<file path="src/rtl/bcd_digit_streamer.sv">
// bcd_digit_streamer: streams a packed BCD value as ASCII characters with
// leading-zero blanking, optional decimal point and a valid/ready handshake.
module bcd_digit_streamer #(
    parameter int              DIGITS     = 6,
    parameter logic [7:0]      BLANK_CHAR = 8'h20,
    parameter logic [7:0]      ERR_CHAR   = 8'h3F
) (
    input  logic                  clk_in,
    input  logic                  reset_in,
    input  logic                  start_in,
    input  logic [4*DIGITS-1:0]   bcd_in,
    input  logic                  dp_en_in,
    input  logic [2:0]            dp_pos_in,
    output logic                  busy_out,
    output logic [7:0]            char_out,
    output logic                  char_valid_out,
    input  logic                  char_ready_in,
    output logic                  char_last_out
);
    typedef enum logic [1:0] {IDLE, EMIT_DIGIT, EMIT_DP} state_t;

    state_t                state_q, state_d;
    logic [2:0]            idx_q, idx_d;
    logic [4*DIGITS-1:0]   bcd_q, bcd_d;
    logic                  dp_en_q, dp_en_d;
    logic [2:0]            dp_pos_q, dp_pos_d;
    logic [7:0]            char_q, char_d;
    logic                  dp_act, xfer;

    function automatic logic dp_active(input logic dpe, input logic [2:0] dpp);
        return dpe && dpp != 3'd0 && int'(dpp) < DIGITS;
    endfunction

    // A nibble > 9 counts as non-zero, so it stops blanking of lower digits.
    function automatic logic [7:0] digit_char(input logic [4*DIGITS-1:0] b, input logic dpe,
                                              input logic [2:0] dpp, input logic [2:0] i);
        logic [3:0] nib;
        logic       hz;
        int         k;
        k   = dp_active(dpe, dpp) ? int'(dpp) : 0;
        nib = b[4*int'(i) +: 4];
        hz  = 1'b1;
        for (int j = 0; j < DIGITS; j++)
            if (j > int'(i) && b[4*j +: 4] != 4'd0) hz = 1'b0;
        return nib > 4'd9 ? ERR_CHAR :
               (nib == 4'd0 && int'(i) > k && hz) ? BLANK_CHAR : 8'h30 + {4'd0, nib};
    endfunction

    assign dp_act         = dp_active(dp_en_q, dp_pos_q);
    assign busy_out       = state_q != IDLE;
    assign char_valid_out = state_q != IDLE;
    assign char_last_out  = state_q == EMIT_DIGIT && idx_q == 3'd0;
    assign char_out       = char_q;
    assign xfer           = char_valid_out && char_ready_in;

    always_ff @(posedge clk_in or posedge reset_in) begin
        if (reset_in) begin
            state_q  <= IDLE;
            idx_q    <= 3'd0;
            bcd_q    <= '0;
            dp_en_q  <= 1'b0;
            dp_pos_q <= 3'd0;
            char_q   <= 8'h00;
        end else begin
            state_q  <= state_d;
            idx_q    <= idx_d;
            bcd_q    <= bcd_d;
            dp_en_q  <= dp_en_d;
            dp_pos_q <= dp_pos_d;
            char_q   <= char_d;
        end
    end

    always_comb begin
        state_d  = state_q;
        idx_d    = idx_q;
        bcd_d    = bcd_q;
        dp_en_d  = dp_en_q;
        dp_pos_d = dp_pos_q;
        char_d   = char_q;
        case (state_q)
            IDLE: if (start_in) begin
                state_d  = EMIT_DIGIT;
                idx_d    = 3'(DIGITS-1);
                bcd_d    = bcd_in;
                dp_en_d  = dp_en_in;
                dp_pos_d = dp_pos_in;
                char_d   = digit_char(bcd_in, dp_en_in, dp_pos_in, 3'(DIGITS-1));
            end
            EMIT_DIGIT: if (xfer) begin
                if (dp_act && idx_q == dp_pos_q) begin
                    state_d = EMIT_DP;
                    char_d  = 8'h2E;
                end else if (idx_q == 3'd0) begin
                    state_d = IDLE;
                end else begin
                    idx_d  = idx_q - 3'd1;
                    char_d = digit_char(bcd_q, dp_en_q, dp_pos_q, idx_q - 3'd1);
                end
            end
            EMIT_DP: if (xfer) begin
                state_d = EMIT_DIGIT;
                idx_d   = dp_pos_q - 3'd1;
                char_d  = digit_char(bcd_q, dp_en_q, dp_pos_q, dp_pos_q - 3'd1);
            end
            default: state_d = IDLE;
        endcase
    end
endmodule

</file>
<file path="config.mk">
export PLATFORM = sky130hd
export DESIGN_NAME = bcd_digit_streamer
export DESIGN_NICKNAME = d
export VERILOG_FILES = /design/src/rtl/bcd_digit_streamer.sv
export SDC_FILE = /design/constraint.sdc
export NUM_CORES = 1
export LEC_CHECK = 0
export CAP_MARGIN = 20
export CORE_ASPECT_RATIO = 0.6
export CORE_UTILIZATION = 54
export CTS_CLUSTER_DIAMETER = 50
export CTS_CLUSTER_SIZE = 16
export DETAILED_ROUTE_END_ITERATION = 8
export MAX_ROUTING_LAYER = met4
export PLACE_DENSITY = 0.85
export SYNTH_ARGS = -nofsm -noshare
export SYNTH_HDL_FRONTEND = slang
export SYNTH_SLANG_ARGS = --single-unit
</file>
<file path="constraint.sdc">
create_clock -name clk_in -period 3.5 [get_ports clk_in]
set_input_delay 0.7 -clock clk_in [delete_from_list [all_inputs] [get_ports clk_in]]
set_output_delay 0.7 -clock clk_in [all_outputs]
set_load 0.01 [all_outputs]
</file>
==> results of run 1 <==
worst max-delay path, cell delays in order, from the launching register on:
cell and delay (ps):
sky130_fd_sc_hd__dfrtp_1 540, sky130_fd_sc_hd__inv_1 140, sky130_fd_sc_hd__ha_1 230, sky130_fd_sc_hd__xnor2_2 260, sky130_fd_sc_hd__buf_4 230, sky130_fd_sc_hd__mux2_2 360
sky130_fd_sc_hd__a222oi_1 590, sky130_fd_sc_hd__o21ai_0 230, sky130_fd_sc_hd__a221oi_1 360, sky130_fd_sc_hd__o31ai_1 120
kinds of logic after synthesis:
group,Yosys count,synth area share
buffers and inverters,28,0.0444
AO/OA/AOI/OAI,64,0.161
adder cells (fa/ha/maj),18,0.0824
XOR/XNOR,5,0.0215
flip-flops,39,0.357
other,1,0.00137
AND/OR/NAND/NOR,59,0.105
multiplexers,55,0.227
worst max-delay path by stage:
stage | endpoint | from | depth (start not counted) | slack (ps)
6_report | char_out[2]$_DFFE_PP0P_ | dp_pos_q[1]$_DFFE_PP0P_ | 9 | 320
3_3_place_gp | char_out[4]$_DFFE_PP0P_ | dp_pos_q[1]$_DFFE_PP0P_ | 9 | 510
2_1_floorplan | char_out[2]$_DFFE_PP0P_ | idx_q[0]$_DFFE_PP0P_ | 9 | 580
3_5_place_dp | char_out[2]$_DFFE_PP0P_ | dp_pos_q[1]$_DFFE_PP0P_ | 9 | 450
5_1_grt | char_out[2]$_DFFE_PP0P_ | dp_pos_q[1]$_DFFE_PP0P_ | 9 | 230
4_1_cts | char_out[2]$_DFFE_PP0P_ | dp_pos_q[1]$_DFFE_PP0P_ | 9 | 470
area by class of cell:
cell class                 instances  area (µm²)
clock buffer                       7        96.3
clock inverter                     1        7.51
fill                             376        1400
inverter                          16        60.1
multi-input combinational        203        1640
sequential                        39         976
tap                               63        78.8
timing repair buffer              46         445
Yosys cell counts, drive strengths merged, types with 4 or more instances:
cell type,number,area [µm²]
o21ai,19,95.1
mux2i,9,90.1
nand3,5,25.0
inv,16,60.1
a222oi,5,50.1
mux2,45,507
dfrtp,39,976
a21oi,10,50.1
nand2,16,60.1
clkbuf,7,26.3
a211oi,4,35.0
nor2,15,56.3
nor4,5,31.3
nor3,4,20.0
buf,5,35.0
xnor2,5,58.8
ha,18,225
through the flow:
step | hold slack (ps) | setup slack (ps) | util | power (µW) | instances
finish | 494 | 319 | 0.702 | 3730 | 375
global route | 540 | 235 | 0.702 | 3990 | 375
CTS | 495 | 465 | 0.702 | 3660 | 375
detailed placement | 473 | 454 | 0.680 | 3290 | 367
global placement | 465 | 512 | 0.680 | 3240 | 367
floorplan | 491 | 580 | - | 2620 | 270
flip-flops by register name, summed over array words and instances (netlist names):
signal,flops
bcd_q,24
char_out,6
dp_en_q,1
dp_pos_q,3
idx_q,3
state_q,2
per-layer routing:
metal | vias to the layer above | track usage
met5 | - | -
met4 | 0 | 0.0725
met3 | 14 | 0.0600
met2 | 157 | 0.416
met1 | 1159 | 0.451
li1 | 1077 | -
power groups by stage:
stage / Clock, µW / Combinational (µW) / Sequential [µW]
finish: 347 / 2440 / 942
global route: 373 / 2650 / 967
CTS: 352 / 2380 / 929
detailed placement: 0 / 2360 / 934
global placement: 0 / 2310 / 933
floorplan: 0 / 1780 / 844
==> summary.txt, run 1 <==
Timing
  • Slew @ Worst Pin: 743 ps
  • Fin Clk Skew: 13.0 ps
  • Final-layout setup total negative slack: 0 ps
  • Fraction of the cycle the final worst path needs: 0.909
  • Final count of hold timing violations: 0
  • Max frequency: 314 MHz
  • Max_slew headroom: 0.505
  • Final period demand of the worst path: 3180 ps
  • Number of max-slew violations in the final report: 0
  • Unrepaired setup endpoints after global routing: no
  • Final-report setup violation count: 0

Hold path
  • Hold Path Stages: 2
  • Terminating pin of the worst hold path: char_out[3]$_DFFE_PP0P_
  • Worst Hold Class: reg -> reg
  • Worst min-delay path startpoint: char_out[3]$_DFFE_PP0P_

Status
  • Run status: complete, no violations

Worst setup path
  • Critical R2R Capture: char_out[2]$_DFFE_PP0P_
  • Reg-to-reg startpoint: dp_pos_q[1]$_DFFE_PP0P_
  • Required @ worst endpoint: 3670 ps
  • Worst endpoint data arrival time: 3350 ps
  • Largest fanout of any net on the critical path: 8
  • Crit start category: flip-flop
  • Setup slack of the most critical reg-to-reg path: 320 ps
  • Crit Path Class: reg -> reg
  • Path depth of the worst reg2reg path: 9
  • Category of the worst setup path capture point: flip-flop

Drt
  • Via Count: 2407
  • Met1 wire length: 3.47 mm
  • Wire length per cell after detailed routing: 19.2 µm
  • 1st-pass router iterations: 6
  • WL met2: 2.93 mm
  • Via count normalized by instance count: 6.42
  • DRC Markers: 0
  • Detail Route met3 WL: 717 µm
  • Max layer used: met4
  • Final antenna-violating net count: 0
  • WL final: 7.20 mm
  • Detailed Route Iter0 Violations: 393

Global routing
  • Global-route wire length before repair: 11.7 mm
  • Pin count of the biggest net entering global routing: 40
  • Total global-route track usage: 0.301
  • Overflow after GRT: 0
  • Via count of the first global-routing pass: 2287
  • Antenna violations before repair: 0

Flow run
  • Number of maximum-capacitance violations: 0

Power and ir drop
  • PwrDens: 1130 nW/µm²
  • Part of the power in the clock network: 0.093
  • Leak Pwr: 0.00138 µW
  • NetSw: 1760 µW
  • Combinational cell fraction of total power: 0.654
  • Fraction of power spent switching nets: 0.473
  • Worst vdd ir: 482 µV
  • Int Power: 1970 µW
  • Sequential group share of total power: 0.253

Logic synthesis
  • Number of enable flip-flop cells after synthesis: 0
  • Warnings from Yosys: 0
  • Synth Area per Inst: 10.2 µm²
  • Post-synthesis instance area: 2730 µm²
  • Count of mapped cells out of synthesis: 269
  • Synth Register Bits: 39
  • Synth unique cells: 48
  • Top FF cell, synth: sky130_fd_sc_hd__dfrtp_1
  • Sequential area share after synthesis: 0.357
  • Fraction of registers with async set or reset after synthesis: 1.00

Clock tree
  • TritonCTS clock tree: yes
  • Count of buffers added by post-CTS timing repair for setup: 0
  • Max Root-Sink Buffers: 2
  • Clock latency on the worst-skew pair: 310 ps
  • # hold bufs at CTS: 0
  • Clock root buffer master: sky130_fd_sc_hd__clkbuf_8
  • Number of CTS-inserted buffers: 5
  • Maximum level of the CTS H-tree: 2
  • Post-cts sizing count: 0
  • CTS clock-pin slew for the worst setup and hold paths: 80 ps
  • Clock Sinks: 39

Final layout
  • Count of nets after finishing: 361
  • Ratio of cells with drive above 1 in the final layout: 0.202
  • Most frequent cells in the layout: sky130_fd_sc_hd__mux2_2, sky130_fd_sc_hd__clkdlybuf4s50_1, sky130_fd_sc_hd__dfrtp_1, sky130_fd_sc_hd__o21ai_0, sky130_fd_sc_hd__ha_1
  • Non-Filler Cell Area, Final: 3300 µm²
  • Number of diodes added for antenna fixing: 0
  • Area grow syn2layout: 20.9%

Place
  • Final weighted congestion of routability-driven global placement: 0.952
  • Hpwl dp: 5.52 mm
  • Buffers on Ports: 40
  • Post-placement cell area: 3200 µm²

Die
  • Number of standard-cell rows in the floorplan: 19
  • Effective utilization at floorplan: 0.581
  • Vertical die dimension: 57.1 µm
  • Number of top-level pins: 43
  • X dimension of the die: 93.8 µm
  • Core Area: 4710 µm²
  • Die footprint: 5360 µm²
Power figures use the tool's default switching activity.
==> inputs of run 2 (changes only) <==
--- a/config.mk
+++ b/config.mk
@@ -7,6 +7,7 @@
 export LEC_CHECK = 0
 export CAP_MARGIN = 20
 export CORE_ASPECT_RATIO = 0.6
+export CORE_MARGIN = 2
 export CORE_UTILIZATION = 54
 export CTS_CLUSTER_DIAMETER = 50
 export CTS_CLUSTER_SIZE = 16
==> run 2 against run 1 <==
Compared with the run above:
- critical path depth stayed put
- die area is 5.7% higher
- first-iteration DRC count is 20% lower
- sequential share of layout area hardly changed
- fmax is 0.53% higher
- design area is 0.15% lower
- critical path type unchanged
- largest cell class unchanged
- largest power group unchanged
- highest routed layer unchanged
==> summary.txt, run 2 (same netlist as run 1, synthesis figures left out) <==
Final layout
  • Sequential cell area: 976 µm²
  • Number of diodes added for antenna fixing: 0
  • Ratio of cells with drive above 1 in the final layout: 0.197
  • Number of filler cells placed in the layout: 373
  • Total area of multi-input combinational cells: 1640 µm²
  • Count of nets after finishing: 360
  • Most frequent cells in the layout: sky130_fd_sc_hd__mux2_2, sky130_fd_sc_hd__clkdlybuf4s50_1, sky130_fd_sc_hd__dfrtp_1, sky130_fd_sc_hd__o21ai_0, sky130_fd_sc_hd__ha_1
  • Flip-flop count of the largest register, all copies and words added: 24
  • Largest reg by FF count: bcd_q
  • Area grow syn2layout: 20.7%

Clock tree
  • Max Root-Sink Buffers: 2
  • Clock Sinks: 39
  • Post-cts sizing count: 0
  • CTS clock-pin slew for the worst setup and hold paths: 80 ps
  • Clock latency on the worst-skew pair: 300 ps
  • TritonCTS clock tree: yes
  • Maximum level of the CTS H-tree: 2
  • Number of CTS-inserted buffers: 5
  • Count of buffers added by post-CTS timing repair for setup: 0
  • Clock root buffer master: sky130_fd_sc_hd__clkbuf_8
  • # hold bufs at CTS: 0

Timing
  • Final count of hold timing violations: 0
  • Unrepaired setup endpoints after global routing: no
  • Max_slew headroom: 0.489
  • Fin Clk Skew: 9.38 ps
  • Number of max-slew violations in the final report: 0
  • Final-layout setup total negative slack: 0 ps
  • Final-report setup violation count: 0
  • Fraction of the cycle the final worst path needs: 0.904
  • Final period demand of the worst path: 3160 ps
  • Slew @ Worst Pin: 759 ps
  • Max frequency: 316 MHz

Drt
  • Wire length per cell after detailed routing: 19.1 µm
  • DRC Markers: 0
  • Detailed Route Iter0 Violations: 313
  • Final antenna-violating net count: 0
  • Via Count: 2346
  • 1st-pass router iterations: 5
  • WL final: 7.12 mm
  • Via count normalized by instance count: 6.29

Power and ir drop
  • Leak Pwr: 0.00138 µW
  • Worst vdd ir: 542 µV
  • PwrDens: 1130 nW/µm²
  • PnR Total Power: 3720 µW

Flow run
  • Number of maximum-capacitance violations: 0

Worst setup path
  • Count of buffer and inverter cells on the critical path: 2
  • Worst endpoint data arrival time: 3340 ps
  • Largest fanout of any net on the critical path: 7
  • Crit start category: flip-flop
  • Max stage delay on crit path: 570 ps
  • Category of the worst setup path capture point: flip-flop
  • Critical-path top delay cell: sky130_fd_sc_hd__a222oi_1
  • Critical Path, Cell by Cell: inv_1 -> ha_1 -> xnor2_2 -> buf_4 -> mux2_2 -> a222oi_1 -> nand4b_1 -> o311ai_1 -> nand3_1
  • Required @ worst endpoint: 3680 ps
  • CP delay by family, top: compound AO/OA/AOI/OAI gates
  • Crit Path Class: reg -> reg

Die
  • Number of standard-cell rows in the floorplan: 19
  • Core Area: 4710 µm²
  • Number of top-level pins: 43
  • Die footprint: 5660 µm²
  • Vertical die dimension: 59.1 µm
  • Effective utilization at floorplan: 0.581
  • X dimension of the die: 95.8 µm

Status
  • Run status: complete, no violations

Global routing
  • Overflow after GRT: 0
  • Antenna violations before repair: 0
  • Pin count of the biggest net entering global routing: 29
  • Total global-route track usage: 0.284
  • Via count of the first global-routing pass: 2207
  • Global-route wire length before repair: 11.6 mm

Place
  • Hpwl dp: 5.49 mm
  • Final weighted congestion of routability-driven global placement: 1.03
  • Buffers on Ports: 40

Hold path
  • Worst Hold Class: reg -> reg
[run 2: where the power goes]
| part | internal (µW) | switching, µW |
|---|---|---|
| logic | 1110 | 1300 |
| clock network | 208 | 164 |
| registers | 673 | 260 |
[run 2: worst paths after layout]
check	start	endpoint	slack [ps]	cells past startpoint
worst max-delay path	dp_pos_q[1]$_DFFE_PP0P_	char_out[4]$_DFFE_PP0P_	340	9
worst max register to register	dp_pos_q[1]$_DFFE_PP0P_	char_out[4]$_DFFE_PP0P_	340	9
min in group asynchronous	reset_in	char_out[1]$_DFFE_PP0P_	830	2
worst min register to register	char_out[3]$_DFFE_PP0P_	char_out[3]$_DFFE_PP0P_	480	2
max in group asynchronous	reset_in	bcd_q[1]$_DFFE_PP0P_	1920	3
worst min-delay path	char_out[3]$_DFFE_PP0P_	char_out[3]$_DFFE_PP0P_	480	2
[run 2: worst register-to-register path, cell delays in order (launching register included)]
cell and delay [ps]:
sky130_fd_sc_hd__dfrtp_1 520, sky130_fd_sc_hd__inv_1 130, sky130_fd_sc_hd__ha_1 230, sky130_fd_sc_hd__xnor2_2 330, sky130_fd_sc_hd__buf_4 240, sky130_fd_sc_hd__mux2_2 360, sky130_fd_sc_hd__a222oi_1 570, sky130_fd_sc_hd__nand4b_1 200
sky130_fd_sc_hd__o311ai_1 370, sky130_fd_sc_hd__nand3_1 120
[run 2: metrics by stage]
step / utilization / instances / hold WS, ps / setup WS [ps] / instance area [µm²]
2_1_floorplan: - / 270 / 491 / 580 / 2740
3_3_place_gp: 0.678 / 366 / 464 / 518 / 3190
3_5_place_dp: 0.678 / 366 / 463 / 438 / 3190
4_1_cts: 0.701 / 373 / 488 / 446 / 3300
5_1_grt: 0.701 / 373 / 494 / 181 / 3300
6_report: 0.701 / 373 / 482 / 336 / 3300
[run 2: cell type report]
type / instances / share of cell area
clock inverters: 2 / 0.0114
well taps: 63 / 0.0239
repair buffers: 45 / 0.133
multi-input cells: 203 / 0.497
flip-flops and latches: 39 / 0.296
inverters: 16 / 0.0182
clock buffers: 5 / 0.0209
[run 2: per-layer routing]
layer	routed length [µm]	track usage	part of all wire
met4	29	0.0449	0.0041
met2	2900	0.388	0.41
met1	3470	0.432	0.49
met5	0	-	0
met3	729	0.0687	0.10
